`src/rtl/fb_rect_writer.sv`:
```
// Rectangle fill / full clear engine. It writes one pixel per clock, in row-major order,
// to the framebuffer write port.
module fb_rect_writer #(
    parameter int unsigned FB_W   = 320,
    parameter int unsigned FB_H   = 240,
    parameter int unsigned ADDR_W = 17,
    parameter int unsigned PIX_W  = 12
) (
    input  logic              clk,
    input  logic              rst,
    input  logic              cmd_valid,
    output logic              cmd_ready,
    input  logic              cmd_clear,
    input  logic [8:0]        cmd_x0,
    input  logic [7:0]        cmd_y0,
    input  logic [8:0]        cmd_w,
    input  logic [7:0]        cmd_h,
    input  logic [PIX_W-1:0]  cmd_color,
    output logic              wr_en,
    output logic [ADDR_W-1:0] wr_addr,
    output logic [PIX_W-1:0]  wr_data,
    output logic              busy,
    output logic              done
);

    localparam logic [1:0] S_IDLE  = 2'd0;
    localparam logic [1:0] S_SETUP = 2'd1;
    localparam logic [1:0] S_FILL  = 2'd2;
    localparam logic [1:0] S_DONE  = 2'd3;

    logic [1:0]        state, state_d;
    logic              cmd_ready_d, busy_d, done_d, wr_en_d;
    logic [ADDR_W-1:0] wr_addr_d;
    logic [PIX_W-1:0]  wr_data_d;

    // Latched command fields
    logic              clr_q, clr_d;
    logic [8:0]        x0_q, x0_d, w_q, w_d;
    logic [7:0]        y0_q, y0_d, h_q, h_d;
    logic [PIX_W-1:0]  color_q, color_d;

    // Scan state
    logic [8:0]        x_start, x_start_d, x_end, x_end_d, x, x_d;
    logic [7:0]        y_end, y_end_d, y, y_d;
    logic [ADDR_W-1:0] row_base, row_base_d, addr, addr_d;

    // Clipping arithmetic. The sums are 10 bits wide, so x0+w and y0+h cannot wrap.
    logic [9:0]        x_sum, y_sum;
    logic [8:0]        x_end_clip;
    logic [7:0]        y_end_clip;
    logic              rect_empty;
    logic [ADDR_W-1:0] row_base_init;

    assign x_sum         = 10'(x0_q) + 10'(w_q);
    assign y_sum         = 10'(y0_q) + 10'(h_q);
    assign x_end_clip    = (x_sum > 10'(FB_W)) ? 9'(FB_W) : 9'(x_sum);
    assign y_end_clip    = (y_sum > 10'(FB_H)) ? 8'(FB_H) : 8'(y_sum);
    assign rect_empty    = (w_q == 9'd0) || (h_q == 8'd0) ||
                           (x0_q >= 9'(FB_W)) || (y0_q >= 8'(FB_H));
    assign row_base_init = ADDR_W'(y0_q) * ADDR_W'(FB_W) + ADDR_W'(x0_q);

    // Next state, next registered outputs and datapath updates
    always_comb begin
        state_d     = state;
        cmd_ready_d = cmd_ready;
        busy_d      = busy;
        done_d      = 1'b0;
        wr_en_d     = 1'b0;
        wr_addr_d   = wr_addr;
        wr_data_d   = wr_data;
        clr_d       = clr_q;
        x0_d        = x0_q;
        y0_d        = y0_q;
        w_d         = w_q;
        h_d         = h_q;
        color_d     = color_q;
        x_start_d   = x_start;
        x_end_d     = x_end;
        y_end_d     = y_end;
        x_d         = x;
        y_d         = y;
        row_base_d  = row_base;
        addr_d      = addr;

        // The handshake reopens on the cycle after the done pulse.
        if (done) begin
            cmd_ready_d = 1'b1;
            busy_d      = 1'b0;
        end

        case (state)
            S_IDLE: begin
                if (cmd_valid && cmd_ready) begin
                    clr_d       = cmd_clear;
                    x0_d        = cmd_x0;
                    y0_d        = cmd_y0;
                    w_d         = cmd_w;
                    h_d         = cmd_h;
                    color_d     = cmd_color;
                    cmd_ready_d = 1'b0;
                    busy_d      = 1'b1;
                    state_d     = S_SETUP;
                end
            end
            S_SETUP: begin
                if (clr_q) begin
                    x_start_d  = 9'd0;
                    x_end_d    = 9'(FB_W);
                    y_end_d    = 8'(FB_H);
                    x_d        = 9'd0;
                    y_d        = 8'd0;
                    row_base_d = '0;
                    addr_d     = '0;
                    state_d    = S_FILL;
                end else if (rect_empty) begin
                    state_d = S_DONE;
                end else begin
                    x_start_d  = x0_q;
                    x_end_d    = x_end_clip;
                    y_end_d    = y_end_clip;
                    x_d        = x0_q;
                    y_d        = y0_q;
                    row_base_d = row_base_init;
                    addr_d     = row_base_init;
                    state_d    = S_FILL;
                end
            end
            S_FILL: begin
                wr_en_d   = 1'b1;
                wr_addr_d = addr;
                wr_data_d = color_q;
                if (x == x_end - 9'd1) begin
                    if (y == y_end - 8'd1) begin
                        state_d = S_DONE;
                    end else begin
                        addr_d     = row_base + ADDR_W'(FB_W);
                        row_base_d = row_base + ADDR_W'(FB_W);
                        x_d        = x_start;
                        y_d        = y + 8'd1;
                    end
                end else begin
                    addr_d = addr + ADDR_W'(1);
                    x_d    = x + 9'd1;
                end
            end
            S_DONE: begin
                done_d  = 1'b1;
                state_d = S_IDLE;
            end
            default: state_d = S_IDLE;
        endcase
    end

    // State register
    always_ff @(posedge clk or negedge rst) begin
        if (!rst) state <= S_IDLE;
        else      state <= state_d;
    end

    // Registered outputs and datapath
    always_ff @(posedge clk or negedge rst) begin
        if (!rst) begin
            cmd_ready <= 1'b1;
            busy      <= 1'b0;
            done      <= 1'b0;
            wr_en     <= 1'b0;
            wr_addr   <= '0;
            wr_data   <= '0;
            clr_q     <= 1'b0;
            x0_q      <= '0;
            y0_q      <= '0;
            w_q       <= '0;
            h_q       <= '0;
            color_q   <= '0;
            x_start   <= '0;
            x_end     <= '0;
            y_end     <= '0;
            x         <= '0;
            y         <= '0;
            row_base  <= '0;
            addr      <= '0;
        end else begin
            cmd_ready <= cmd_ready_d;
            busy      <= busy_d;
            done      <= done_d;
            wr_en     <= wr_en_d;
            wr_addr   <= wr_addr_d;
            wr_data   <= wr_data_d;
            clr_q     <= clr_d;
            x0_q      <= x0_d;
            y0_q      <= y0_d;
            w_q       <= w_d;
            h_q       <= h_d;
            color_q   <= color_d;
            x_start   <= x_start_d;
            x_end     <= x_end_d;
            y_end     <= y_end_d;
            x         <= x_d;
            y         <= y_d;
            row_base  <= row_base_d;
            addr      <= addr_d;
        end
    end

endmodule

```
`config.mk`:
```
export PLATFORM = sky130hd
export DESIGN_NAME = fb_rect_writer
export DESIGN_NICKNAME = d
export VERILOG_FILES = /design/src/rtl/fb_rect_writer.sv
export SDC_FILE = /design/constraint.sdc
export NUM_CORES = 1
export LEC_CHECK = 0
export CAP_MARGIN = 20
export CORE_MARGIN = 3
export CORE_UTILIZATION = 53
export CTS_CLUSTER_DIAMETER = 80
export DETAILED_ROUTE_END_ITERATION = 7
export PLACE_DENSITY = 0.77
export SLEW_MARGIN = 20
export SYNTH_ARGS = -nofsm -noshare
export SYNTH_HDL_FRONTEND = slang
export SYNTH_SLANG_ARGS = --single-unit
```
`constraint.sdc`:
```
create_clock -name clk -period 2.9 [get_ports clk]
set_input_delay 0.435 -clock clk [delete_from_list [all_inputs] [get_ports clk]]
set_output_delay 0.435 -clock clk [all_outputs]
set_load 0.05 [all_outputs]
```
==> flow_summary.ini, run 1 <==
[setup_path]
critPathCaptureType = flop
cp_max_fo = 6
worstPathRequired_ns = 3.28
crit_type = reg2reg
r2r_slack_ns = 0.06
critPathArrivalTime_ns = 3.22
startpoint_type = flop
rr_startpoint = x_end[1]$_DFFE_PN0P_
cp-startpoint = x_end[1]$_DFFE_PN0P_

[global_routing]
grt_max_degree = 66
grt_pass1_wl_mm = 36.4
first_global_vias = 7397
grt_use_total_pct = 24.2
grt-ovfl-total = 0
antenna_found_initial = 0

[timing]
skew_ns = 0.0124
maxSlewViolCount = 0
worstMarginPinSlew_ns = 1.13
rsz0062_at_grt = yes
min_period_ns = 2.84
fin_crit_sh_pct = 98.0
finalHoldViolations = 1
hold_ws_ns = -0.00472
finalSetupViolCount = 0
fin_tns_setup_ns = 0
relSlewSlack_pct = 24.4
fmax_mhz = 352

[logic_synthesis]
yosysWarnings = 0
ys_seq_area_share_pct = 43.4
synth_edf_count = 0
yosysTopAreaCell = dfrtp_1
synthCells = 895
async_reset_ff_share_pct = 100
syn_area_um2 = 9180
synth_nets = 993
synth_top_area_share_pct = 43.1
synth_area_leaders = dfrtp_1 43%, mux2_2 10%, ha_1 6.0%, xnor2_1 3.5%, nand2_1 3.0%
synth_flop_cell = dfrtp_1
synth-seq-cells = 159
ys_types = 73
syn_area_per_cell_um2 = 10.3

[routing]
firstDrtPassIters = 6
routed_wirelength_mm = 22.1
drt_iter0_drc = 521
ant_nets = 0
vias = 7409
drc_errors = 0
drt-vias-per-instance = 5.91
wire_per_inst_um = 17.6

[power]
p_leak_nw = 5.55
ir_drop_mv = 0.394
power_density_nw_per_um2 = 397
finalPower_mw = 4.56

[clocking]
cts_buffers = 17
cts_tree = built
path_clk_slew_ns = 0.07
clock_sinks = 159
cts_max_level = 4
clock_latency_ns = 0.44
clk_path_buf_depth = 2
root_buffer = clkbuf_16
hold_buffers = 0

[floorplanning]
dieArea_um2 = 18900
io_pins = 83
die_h_um = 138
fp-row-count = 47
coreArea_um2 = 16800
die_w_um = 138
initial_utilization_pct = 54.8

[place]
place_hpwl_mm = 15.7
routabilityCongestion = 0.893
numPlacedInstances = 1216
io_buffers = 82

[finish]
diodes = 0
nets = 1119
stdcell_count = 1254
final_common_cell = dfrtp_1
mostFrequentLayoutCells = 158 x dfrtp_1, 81 x clkdlybuf4s50_1, 79 x mux2_2
post-route-util_pct = 68.5
area_growth_pct = 25.0
drive_gt1_share_pct = 22.4

[job]
cap_violations = 0

[status]
status = finished with violations
violations = hold timing

[hold_path]
hp-class = in2async
cell type report:
type / count / area (µm²)
Fill cell: 1293 / 5290
Tap cell: 220 / 275
Multi-Input combinational cell: 674 / 5170
Clock buffer: 17 / 425
Inverter: 24 / 90.1
Clock inverter: 15 / 164
Timing Repair Buffer: 145 / 1370
Sequential cell: 159 / 3980
flip-flops by register name, summed over array words and instances, names as in the netlist:
register / flops
x_end: 9
wr_data: 12
wr_addr: 17
x_start: 9
y0_q: 8
clr_q: 1
busy: 1
x0_q: 9
addr: 17
h_q: 8
state: 2
cmd_ready: 1
y: 8
color_q: 12
w_q: 9
done: 1
wr_en: 1
x: 9
y_end: 8
row_base: 17
kinds of logic after synthesis:
kind of cell	count (synthesis)	synth area share, %
compound gates	214	16.0
buf+inv	62	2.73
xor+xnor	66	6.30
simple gates	260	14.2
flops	159	43.4
fa+ha+maj	48	6.87
mux	86	10.5
timing repair:
item                                   in CTS  in global routing
pin swaps                                   0                  9
resized for setup                           4                 44
buffers inserted                            0                  6
setup endpoints to repair                  22                 50
endpoints found under the hold margin       0                  0
routing by layer:
| metal | track usage (%) | wire [µm] | vias to the layer above | part of all wire (%) |
|---|---|---|---|---|
| met4 | 8.70 | 493 | 0 | 2.2 |
| li1 | - | - | 3523 | - |
| met5 | 0 | 0 | - | 0 |
| met3 | 4.35 | 1130 | 49 | 5.1 |
| met1 | 32.6 | 9870 | 3603 | 45 |
| met2 | 39.4 | 10600 | 234 | 48 |
power breakdown:
group	internal [mW]	switching, mW
Sequential	2.22	0
Clock	1.16	1.06
Combinational	0.0631	0.0525
Total	3.44	1.11
stage by stage:
step                instance area, µm²  setup slack, ns  hold WS, ns
floorplan                         9180          -0.0500        0.139
global placement                 10600           0.0273        0.462
detailed placement               10600          -0.0454        0.471
CTS                              11200           0.0157       0.0239
global route                     11500          -0.0568       0.0533
finish                           11500           0.0588     -0.00472
Yosys cell counts (3+ instances only):
cell,count
dfrtp_1,158
mux2_2,84
nand2_1,73
nor2_1,67
o21ai_0,46
a21oi_1,45
ha_1,44
xnor2_1,37
xor2_1,29
inv_1,24
clkbuf_1,22
nand3_1,21
o211ai_1,17
a31oi_1,14
a21o_1,13
nor3_1,13
a22o_1,10
and2_1,10
nand2b_1,10
buf_1,9
nand4_1,8
or2_2,8
or3_1,8
a22oi_1,7
and3_1,7
o22a_1,7
or4_1,7
nor2b_1,6
a211o_1,5
a221oi_1,5
buf_2,5
o22ai_1,5
a311o_1,4
fa_1,4
o21a_1,4
a211oi_1,3
a221o_1,3
and4_1,3
nor3b_1,3
nor4b_1,3
o21bai_1,3
o41ai_1,3
worst max-delay path, cell delays in order (launching register included):
cell and delay [ns]:
dfrtp_1 0.41, or4_4 0.55, buf_4 0.15, xnor2_1 0.11, or3_1 0.39, and2_4 0.20, nor2_8 0.14, a31oi_4 0.11
buf_6 0.15, or4_4 0.47, nand3_2 0.08
path summary, 6_finish.rpt:
check                                              end  cells after the start
worst max-delay path                  y[3]$_DFFE_PN0P_                     10
worst min-delay path               x0_q[5]$_DFFE_PN0P_                      1
worst max register to register        y[3]$_DFFE_PN0P_                     10
worst min register to register  x_start[7]$_DFFE_PN0P_                      2
max in group asynchronous          cmd_ready$_DFF_PN1_                      2
min in group clk                x_start[7]$_DFFE_PN0P_                      2
Note: power is estimated with default switching activity, not from simulation.
==> run 2, diff against run 1 <==
Settings changed: CTS_CLUSTER_DIAMETER 80 to unset, HOLD_SLACK_MARGIN set to 0.02.
==> results of run 2 <==
The final DEF is identical to that of run 1; final timing and power are the same.
